## config.mk

```make
export PLATFORM = sky130hd
export DESIGN_NAME = alu_dec_stage
export DESIGN_NICKNAME = d
export VERILOG_FILES = /design/src/rtl/riscv_pkg.sv /design/src/rtl/alu_dec_comb.sv /design/src/rtl/alu_dec_stage.sv
export SDC_FILE = /design/constraint.sdc
export NUM_CORES = 1
export LEC_CHECK = 0
export CORE_ASPECT_RATIO = 0.8
export CORE_MARGIN = 10
export CORE_UTILIZATION = 40
export DETAILED_ROUTE_END_ITERATION = 8
export PLACE_DENSITY = 0.65
export SETUP_SLACK_MARGIN = 0.4
export SLEW_MARGIN = 20
export SYNTH_ARGS = -nofsm -noshare
export SYNTH_HDL_FRONTEND = slang
export SYNTH_SLANG_ARGS = --single-unit
```

## constraint.sdc

```tcl
create_clock -name clk -period 6.85 [get_ports clk]
set_clock_uncertainty 0.2 [all_clocks]
set_input_delay 1.0275 -clock clk [delete_from_list [all_inputs] [get_ports clk]]
set_output_delay 1.0275 -clock clk [all_outputs]
set_load 0.05 [all_outputs]
```

## src/rtl/riscv_pkg.sv

```systemverilog
// Shared RV32I constants: ALU op encodings, opcodes, operand-select codes and
// the decoded bundle types passed from decode to execute.
package riscv_pkg;

    localparam logic [3:0] ALU_ADD  = 4'd0;
    localparam logic [3:0] ALU_SUB  = 4'd1;
    localparam logic [3:0] ALU_AND  = 4'd2;
    localparam logic [3:0] ALU_OR   = 4'd3;
    localparam logic [3:0] ALU_XOR  = 4'd4;
    localparam logic [3:0] ALU_SLT  = 4'd5;
    localparam logic [3:0] ALU_SLTU = 4'd6;
    localparam logic [3:0] ALU_SLL  = 4'd7;
    localparam logic [3:0] ALU_SRL  = 4'd8;
    localparam logic [3:0] ALU_SRA  = 4'd9;

    localparam logic [6:0] OPC_OP     = 7'b0110011;
    localparam logic [6:0] OPC_OPIMM  = 7'b0010011;
    localparam logic [6:0] OPC_LUI    = 7'b0110111;
    localparam logic [6:0] OPC_AUIPC  = 7'b0010111;
    localparam logic [6:0] OPC_JAL    = 7'b1101111;
    localparam logic [6:0] OPC_JALR   = 7'b1100111;
    localparam logic [6:0] OPC_LOAD   = 7'b0000011;
    localparam logic [6:0] OPC_STORE  = 7'b0100011;
    localparam logic [6:0] OPC_BRANCH = 7'b1100011;

    localparam logic [1:0] A_SEL_RS1  = 2'd0;
    localparam logic [1:0] A_SEL_PC   = 2'd1;
    localparam logic [1:0] A_SEL_ZERO = 2'd2;
    localparam logic       B_SEL_RS2  = 1'b0;
    localparam logic       B_SEL_IMM  = 1'b1;

    typedef struct packed {
        logic [3:0]  alu_op;
        logic [1:0]  a_sel;
        logic        b_sel;
        logic [31:0] imm;
        logic [4:0]  rs1;
        logic [4:0]  rs2;
        logic [4:0]  rd;
        logic        reg_we;
        logic        illegal;
    } dec_t;

    typedef struct packed {
        dec_t        dec;
        logic [31:0] pc;
    } bundle_t;

endpackage

```

## src/rtl/alu_dec_comb.sv

```systemverilog
// Pure combinational RV32I decoder: raw instruction in, ALU control bundle out.
module alu_dec_comb
    import riscv_pkg::*;
(
    input  logic [31:0] inst,
    output dec_t        dec
);

    logic [6:0]  opc;
    logic [2:0]  f3;
    logic [6:0]  f7;
    logic [31:0] i_imm, s_imm, b_imm, u_imm, j_imm;
    logic        writes_rd;
    logic        ill;
    dec_t        d;

    assign opc   = inst[6:0];
    assign f3    = inst[14:12];
    assign f7    = inst[31:25];
    assign i_imm = {{20{inst[31]}}, inst[31:20]};
    assign s_imm = {{20{inst[31]}}, inst[31:25], inst[11:7]};
    assign b_imm = {{19{inst[31]}}, inst[31], inst[7], inst[30:25], inst[11:8], 1'b0};
    assign u_imm = {inst[31:12], 12'h000};
    assign j_imm = {{11{inst[31]}}, inst[31], inst[19:12], inst[20], inst[30:21], 1'b0};

    always_comb begin
        d         = '0;
        d.alu_op  = ALU_ADD;
        writes_rd = 1'b0;
        ill       = 1'b0;
        case (opc)
            OPC_OP: begin
                d.rs1 = inst[19:15];
                d.rs2 = inst[24:20];
                d.rd  = inst[11:7];
                writes_rd = 1'b1;
                if (f7 == 7'b0000000) begin
                    case (f3)
                        3'b000:  d.alu_op = ALU_ADD;
                        3'b001:  d.alu_op = ALU_SLL;
                        3'b010:  d.alu_op = ALU_SLT;
                        3'b011:  d.alu_op = ALU_SLTU;
                        3'b100:  d.alu_op = ALU_XOR;
                        3'b101:  d.alu_op = ALU_SRL;
                        3'b110:  d.alu_op = ALU_OR;
                        default: d.alu_op = ALU_AND;
                    endcase
                end else if (f7 == 7'b0100000 && f3 == 3'b000) begin
                    d.alu_op = ALU_SUB;
                end else if (f7 == 7'b0100000 && f3 == 3'b101) begin
                    d.alu_op = ALU_SRA;
                end else begin
                    ill = 1'b1;
                end
            end
            OPC_OPIMM: begin
                d.rs1   = inst[19:15];
                d.rd    = inst[11:7];
                d.b_sel = B_SEL_IMM;
                d.imm   = i_imm;
                writes_rd = 1'b1;
                case (f3)
                    3'b000: d.alu_op = ALU_ADD;
                    3'b010: d.alu_op = ALU_SLT;
                    3'b011: d.alu_op = ALU_SLTU;
                    3'b100: d.alu_op = ALU_XOR;
                    3'b110: d.alu_op = ALU_OR;
                    3'b111: d.alu_op = ALU_AND;
                    3'b001: begin
                        d.alu_op = ALU_SLL;
                        ill = (f7 != 7'b0000000);
                    end
                    default: begin
                        d.alu_op = f7[5] ? ALU_SRA : ALU_SRL;
                        ill = (f7 != 7'b0000000) && (f7 != 7'b0100000);
                    end
                endcase
            end
            OPC_LUI, OPC_AUIPC: begin
                d.a_sel = (opc == OPC_LUI) ? A_SEL_ZERO : A_SEL_PC;
                d.b_sel = B_SEL_IMM;
                d.imm   = u_imm;
                d.rd    = inst[11:7];
                writes_rd = 1'b1;
            end
            OPC_JAL: begin
                d.a_sel = A_SEL_PC;
                d.b_sel = B_SEL_IMM;
                d.imm   = j_imm;
                d.rd    = inst[11:7];
                writes_rd = 1'b1;
            end
            OPC_JALR, OPC_LOAD: begin
                d.rs1   = inst[19:15];
                d.b_sel = B_SEL_IMM;
                d.imm   = i_imm;
                d.rd    = inst[11:7];
                writes_rd = 1'b1;
            end
            OPC_STORE: begin
                d.rs1   = inst[19:15];
                d.rs2   = inst[24:20];
                d.b_sel = B_SEL_IMM;
                d.imm   = s_imm;
            end
            OPC_BRANCH: begin
                d.a_sel = A_SEL_PC;
                d.b_sel = B_SEL_IMM;
                d.imm   = b_imm;
                d.rs1   = inst[19:15];
                d.rs2   = inst[24:20];
            end
            default: ill = 1'b1;
        endcase
        // Illegal bundles carry no operands so execute only sees the exception flag.
        if (ill) begin
            d         = '0;
            d.illegal = 1'b1;
        end
        d.reg_we = writes_rd && (d.rd != 5'd0) && !ill;
    end

    assign dec = d;

endmodule

```

## src/rtl/alu_dec_stage.sv

```systemverilog
// Decode pipeline stage: one output register plus optional skid entry, with
// valid/ready handshakes on both sides and flush from branch resolution.
module alu_dec_stage
    import riscv_pkg::*;
#(
    parameter bit          SKID     = 1'b1,
    parameter logic [31:0] RESET_PC = 32'h0000_0000
) (
    input  logic        clk,
    input  logic        rst,
    input  logic        in_valid,
    output logic        in_ready,
    input  logic [31:0] in_inst,
    input  logic [31:0] in_pc,
    input  logic        flush,
    output logic        out_valid,
    input  logic        out_ready,
    output logic [3:0]  out_alu_op,
    output logic [1:0]  out_a_sel,
    output logic        out_b_sel,
    output logic [31:0] out_imm,
    output logic [4:0]  out_rs1,
    output logic [4:0]  out_rs2,
    output logic [4:0]  out_rd,
    output logic        out_reg_we,
    output logic        out_illegal,
    output logic [31:0] out_pc
);

    localparam bundle_t EMPTY_B = '{dec: '0, pc: RESET_PC};

    dec_t    dec;
    bundle_t main_q, skid_q;
    logic    main_v, skid_v;
    logic    take, drain;

    alu_dec_comb u_dec (
        .inst (in_inst),
        .dec  (dec)
    );

    assign in_ready = SKID ? ~skid_v : (~main_v | out_ready);
    assign take     = in_valid & in_ready & ~flush;
    assign drain    = main_v & out_ready;

    // The skid entry only ever fills when main is stalled; with SKID=0 the
    // in_ready equation guarantees that never happens, so skid_v stays 0.
    always_ff @(posedge clk) begin
        if (rst || flush) begin
            main_v <= 1'b0;
            main_q <= EMPTY_B;
            skid_v <= 1'b0;
            skid_q <= EMPTY_B;
        end else if (skid_v) begin
            if (drain) begin
                main_q <= skid_q;
                skid_v <= 1'b0;
            end
        end else if (take) begin
            if (!main_v || drain) begin
                main_q <= '{dec: dec, pc: in_pc};
                main_v <= 1'b1;
            end else begin
                skid_q <= '{dec: dec, pc: in_pc};
                skid_v <= 1'b1;
            end
        end else if (drain) begin
            main_v <= 1'b0;
            main_q <= EMPTY_B;
        end
    end

    assign out_valid   = main_v;
    assign out_alu_op  = main_q.dec.alu_op;
    assign out_a_sel   = main_q.dec.a_sel;
    assign out_b_sel   = main_q.dec.b_sel;
    assign out_imm     = main_q.dec.imm;
    assign out_rs1     = main_q.dec.rs1;
    assign out_rs2     = main_q.dec.rs2;
    assign out_rd      = main_q.dec.rd;
    assign out_reg_we  = main_q.dec.reg_we;
    assign out_illegal = main_q.dec.illegal;
    assign out_pc      = main_q.pc;

endmodule
```

After elaboration in Yosys (flattened, before gate mapping):

Cells that the tools add are included.

* register bits after elaboration: 178
* latch bits: 0
* memory bits (writable): 0
* ROM bits: 0
* bits of input ports: 69
* output and inout port bits: 90
* logic and storage cells: 106
* memories: 0

* add/sub/neg operators: 0
* $mul: 0
* div/mod/pow operators: 0
* magnitude comparators: 0
* eq/ne operators: 21
* shifts and indexed selects: 0
* mux-type cells: 32
* bitwise operators: 6
* reductions and logical operators: 25

Operator list (number)
* 88-bit 2-to-1 mux: 5
* 33-bit case mux with 5 select lines: 1
* 56-bit 2-to-1 mux: 1
* 4-bit case mux with 7 select lines: 2
* 7-bit by 6-bit equality test with 1-bit output (second input constant): 4
* 7-bit equality test (second input constant): 3
* 5-bit 2-to-1 mux: 3
* 7-bit by 5-bit equality test with 1-bit output (second input constant): 2
* 7-bit OR reduction: 2
* 3-bit equality test (second input constant): 4
* 1-bit 2-to-1 mux: 12
* 4-bit 2-to-1 mux: 3
* 6-bit OR reduction: 2
* 3-bit AND reduction: 3
* 4-bit case mux with 2 select lines: 1
* 7-bit by 2-bit equality test with 1-bit output (second input constant): 1
* 7-bit logical NOT: 1
* 7-bit by 6-bit != test with 1-bit output (second input constant): 1
* 7-bit nonzero test: 1
* 3-bit by 2-bit equality test with 1-bit output (second input constant): 2
* 3-bit OR reduction: 2
* 1-bit logical AND: 5
* 5-bit nonzero test: 1
* 2-bit by 1-bit != test with 1-bit output (second input constant): 2
* 13 further kinds: 20

Logic depth before layout (Yosys ltp):

* depth in word-level cells: 13
* mapped depth: 9

Cells and area by module:

A second synthesis with hierarchy kept.

* cell total of the unflattened synthesis: 1081
* area, all modules: 9013.6 sq um

By module, submodules not included
* alu_dec_stage: instances 1, cells each 895, area each 7976.4 sq um, seq. area each 3563.4 sq um
* alu_dec_comb: instances 1, cells each 186, area each 1037.2 sq um, seq. area each 0.0 sq um

Worst setup path before layout:

No wires, ideal clock.

* path type: input -> register
* from: in in_inst[26]
* to: reg skid_q[66] (netlist bit)
* arrival time: 2.996 ns
* required time: 6.565 ns
* path slack: 3.569 ns
* cell stages on the path: 8
* path buffers: 2
* cell sequence: or4_4 or3_4 o2111ai_4 and2_1 buf_4 nand4_4 buf_6 o31ai_2

* longest elaborated chain between the ends: 7
* elaborated cells between the ends (all ways): 13
* those cells by class: 2 x eq/ne; 6 x mux; 5 x reduce/logical

RTL lines
* from (decl): line alu_dec_stage.sv:13 `input logic [31:0] in_inst,`
* 7-bit by 6-bit equality test with 1-bit output: line alu_dec_comb.sv:48, alu_dec_comb.sv:50
* 1-bit logical AND: line alu_dec_comb.sv:50 `end else if (f7 == 7'b0100000 && f3 == 3'b101) begin`
* 1-bit 2-to-1 mux: line alu_dec_comb.sv:50
* 1-bit 2-to-1 mux: line alu_dec_comb.sv:48 `end else if (f7 == 7'b0100000 && f3 == 3'b000) begin`
* 1-bit 2-to-1 mux: line alu_dec_comb.sv:37 `if (f7 == 7'b0000000) begin`
* 1-bit case mux with 3 select lines (*): line alu_dec_comb.sv:31 `case (opc)`
* 56-bit 2-to-1 mux (*): line alu_dec_comb.sv:116 `if (ill) begin`
* to (signal assigned): line alu_dec_stage.sv:64 `skid_q <= '{dec: dec, pc: in_pc};`
* to (decl): line alu_dec_stage.sv:33 `bundle_t main_q, skid_q;`

Mark *: on every way between the ends. The rest lies on a longest branch, timed or not.
A chain may end at the register's enable or synchronous reset.

Final worst setup path:

* from: in in_inst[26]
* to: reg skid_q[64] (netlist bit)

The elaborated chain is that of the path after synthesis.

==> flow_summary.ini <==
[finish]
fin_util_pct = 53.7
antenna_cells = 0
drive_gt1_share_pct = 6.82
mostFrequentLayoutCells = dfxtp_1, clkdlybuf4s50_1, nand2_1
syn2layout_area_growth_pct = 31.4
nFillCells = 1698
fin_nets = 1053
final_common_cell = dfxtp_1
stdcell_area_um2 = 9780
instances_no_fill = 1250

[clock_network]
cts_tree = yes
ctsHoldBuffers = 0
clkSinkCount = 178
htreeDepth = 4
cts_resized = 0
cts_setup_buffers = 0
clkLatencyLatePin_ps = 440
cts_buffer_depth = 2
cts.clk_slew.worst_paths_ps = 70
cts.root.buffer_cell = clkbuf_16
cts_made_buffers = 17

[timing]
setup_violations = 0
hold_ws_ps = 253
worst_slack_ps = 2760
fin_crit_ps = 4090
report.final.slew_viol_count = 0
worst_pin_slew_ps = 959
grt_setup_unrepaired = false
hold_viol_final = 0
post-route-period-util_pct = 59.8
slew_headroom_pct = 36.1
fmax_ghz = 0.244
tns_ps = 0

[min_path]
hold_path.class = reg -> reg
hp-start = skid_q[44]

[global_routing]
grt_pass1_vias = 6621
overflow = 0
grt_util_all_layers_pct = 19.0
grt_pass1_wl_um = 38000
grt_max_degree = 111
antenna_found_initial = 0

[place]
dp.cells = 1217
gp_congestion = 0.903
place_hpwl_um = 15800
post_dp_cell_area_um2 = 9140
dp_slack_ps = 2380
portBuffers = 158

[drt]
drc = 0
post_drt_wl_per_cell_um = 19.4
vias_per_cell = 5.72
antenna_left = 0
routed-via-count = 7153
drtIter0Drc = 690
drt_pass1_iterations = 5
wl_um = 24300

[power]
ir_worst_vdd_uv = 140
p_per_area_nw_per_um2 = 239
p_leak_nw = 3.19
fin_total_pwr_mw = 2.33

[setup_path]
cp.required_ps = 6990
crit_path_end_kind = flip-flop
crit_fanout = 26
crit_path_max_incr_delay_ps = 600
critPathTopFamily = simple AND/OR/NAND/NOR gates
critical_path.startpoint_type = input pin
r2r_start = skid_v
arrival_ps = 4230
crit_path_start = in_inst[26]
worstSetupPathType = in -> reg
cp_cell_sequence = clkdlybuf4s50_1 > or4_4 > or3_4 > o2111ai_4 > and2_1 > nand4_4 > o31ai_1
crit_buf_inv = 1
cp_slowest_cell = or4_4

[floorplanning]
initial_core_util_pct = 40.8
die_y_um = 142
core-area_um2 = 18200
core.rowCount = 44
die_area_um2 = 24500
fp.dieW_um = 173
io_pins = 159

[yosys]
synth_compound_area_share_pct = 29.3
yosys.area_share.simple_pct = 17.6
synth_cells = 876
synth_cell_types = 58
ys_warn_count = 0
ys_ff_latch = 178
synth-edff-count = 0
async_flop_share_pct = 0
post_synth_xor_area_fraction_pct = 0.235
ys_seq_area_share_pct = 47.9
synth_top_family_by_area = compound AO/OA/AOI/OAI gates
synth_mux_area_share_pct = 0.303
ys_dominant_reg_cell = dfxtp_1
synth-adder-area-share_pct = 0
syn_area_um2 = 7440
syn_area_per_cell_um2 = 8.50
synth_nets = 945

[job]
cap_violations = 0

[status]
status = finished, final reports clean
[kinds of logic (layout without fill, tap and decap cells)]
kind of cell           count (synthesis)  in the layout
multiplexers                           2              2
flip-flops                           178            178
AO/OA/AOI/OAI                        324            324
buffers and inverters                 87            208
XOR/XNOR                               2              2
AND/OR/NAND/NOR                      283            283
[layout make-up]
cell class	instances	area (um2)	area share (%)
Clock inverter	10	125	1.28
Sequential cell	178	3560	36.5
Multi-Input combinational cell	611	3580	36.6
Timing Repair Buffer	171	1700	17.4
Inverter	5	18.8	0.192
Clock buffer	22	474	4.85
Tap cell	253	317	3.24
[state kept, by name (all words and copies together), names as in the netlist, 2 cells and up]
signal,flops
out_a_sel,2
out_alu_op,4
out_imm,32
out_pc,32
out_rd,5
out_rs1,5
out_rs2,5
skid_q,88
[worst min-delay path: cells and delay by family (launching register included)]
family / cells / cell delay [ps]
and+or+nand+nor: 1 / 50
DFF: 1 / 310
AOI/OAI and AO/OA: 1 / 50
[worst paths after layout]
path,endpoint,slack [ps],cells past startpoint
max,skid_q[64],2760,7
min,skid_q[44],250,2
max reg2reg,out_imm[2],3810,7
min reg2reg,skid_q[44],250,2
[report_power, final]
part | total, mW | internal (mW) | switching (mW)
clock | 0.994 | 0.570 | 0.424
sequential | 1.06 | 1.05 | 0.00881
combinational | 0.278 | 0.0982 | 0.180
total | 2.33 | 1.72 | 0.613
[synthesized netlist by cell type, drive strengths merged, types with 2 or more instances]
cell | n | area, um2
or2 | 2 | 12.5
nand2b | 5 | 31.3
o21ai | 64 | 320
o211a | 4 | 40.0
o31ai | 17 | 148
mux2 | 2 | 22.5
inv | 5 | 18.8
or3 | 2 | 17.5
a21oi | 117 | 586
or4 | 3 | 26.3
a31oi | 2 | 12.5
a21o | 3 | 22.5
and3 | 8 | 50.1
nand4 | 13 | 96.3
nor3 | 44 | 220
clkbuf | 75 | 283
nand3 | 10 | 55.1
or3b | 2 | 17.5
a221oi | 40 | 350
and2 | 2 | 12.5
o21a | 4 | 30.0
and4 | 3 | 26.3
a22oi | 6 | 45.0
o41a | 8 | 90.1
dfxtp | 178 | 3560
o2bb2ai | 6 | 52.6
a22o | 14 | 123
nor2 | 56 | 210
buf | 7 | 47.6
a2bb2oi | 7 | 61.3
a211oi | 3 | 22.5
nor2b | 3 | 18.8
a32oi | 21 | 184
a21boi | 2 | 15.0
o22ai | 2 | 12.5
nand2 | 124 | 465
[routing by layer]
metal	track usage, %	vias up	part of all wire [%]
met5	0	-	0
met4	3.88	0	0.92
met3	6.66	23	8.3
met2	27.3	255	43
met1	26.9	3434	48
li1	-	3441	-
No activity file was read; power rests on OpenSTA's default activity.
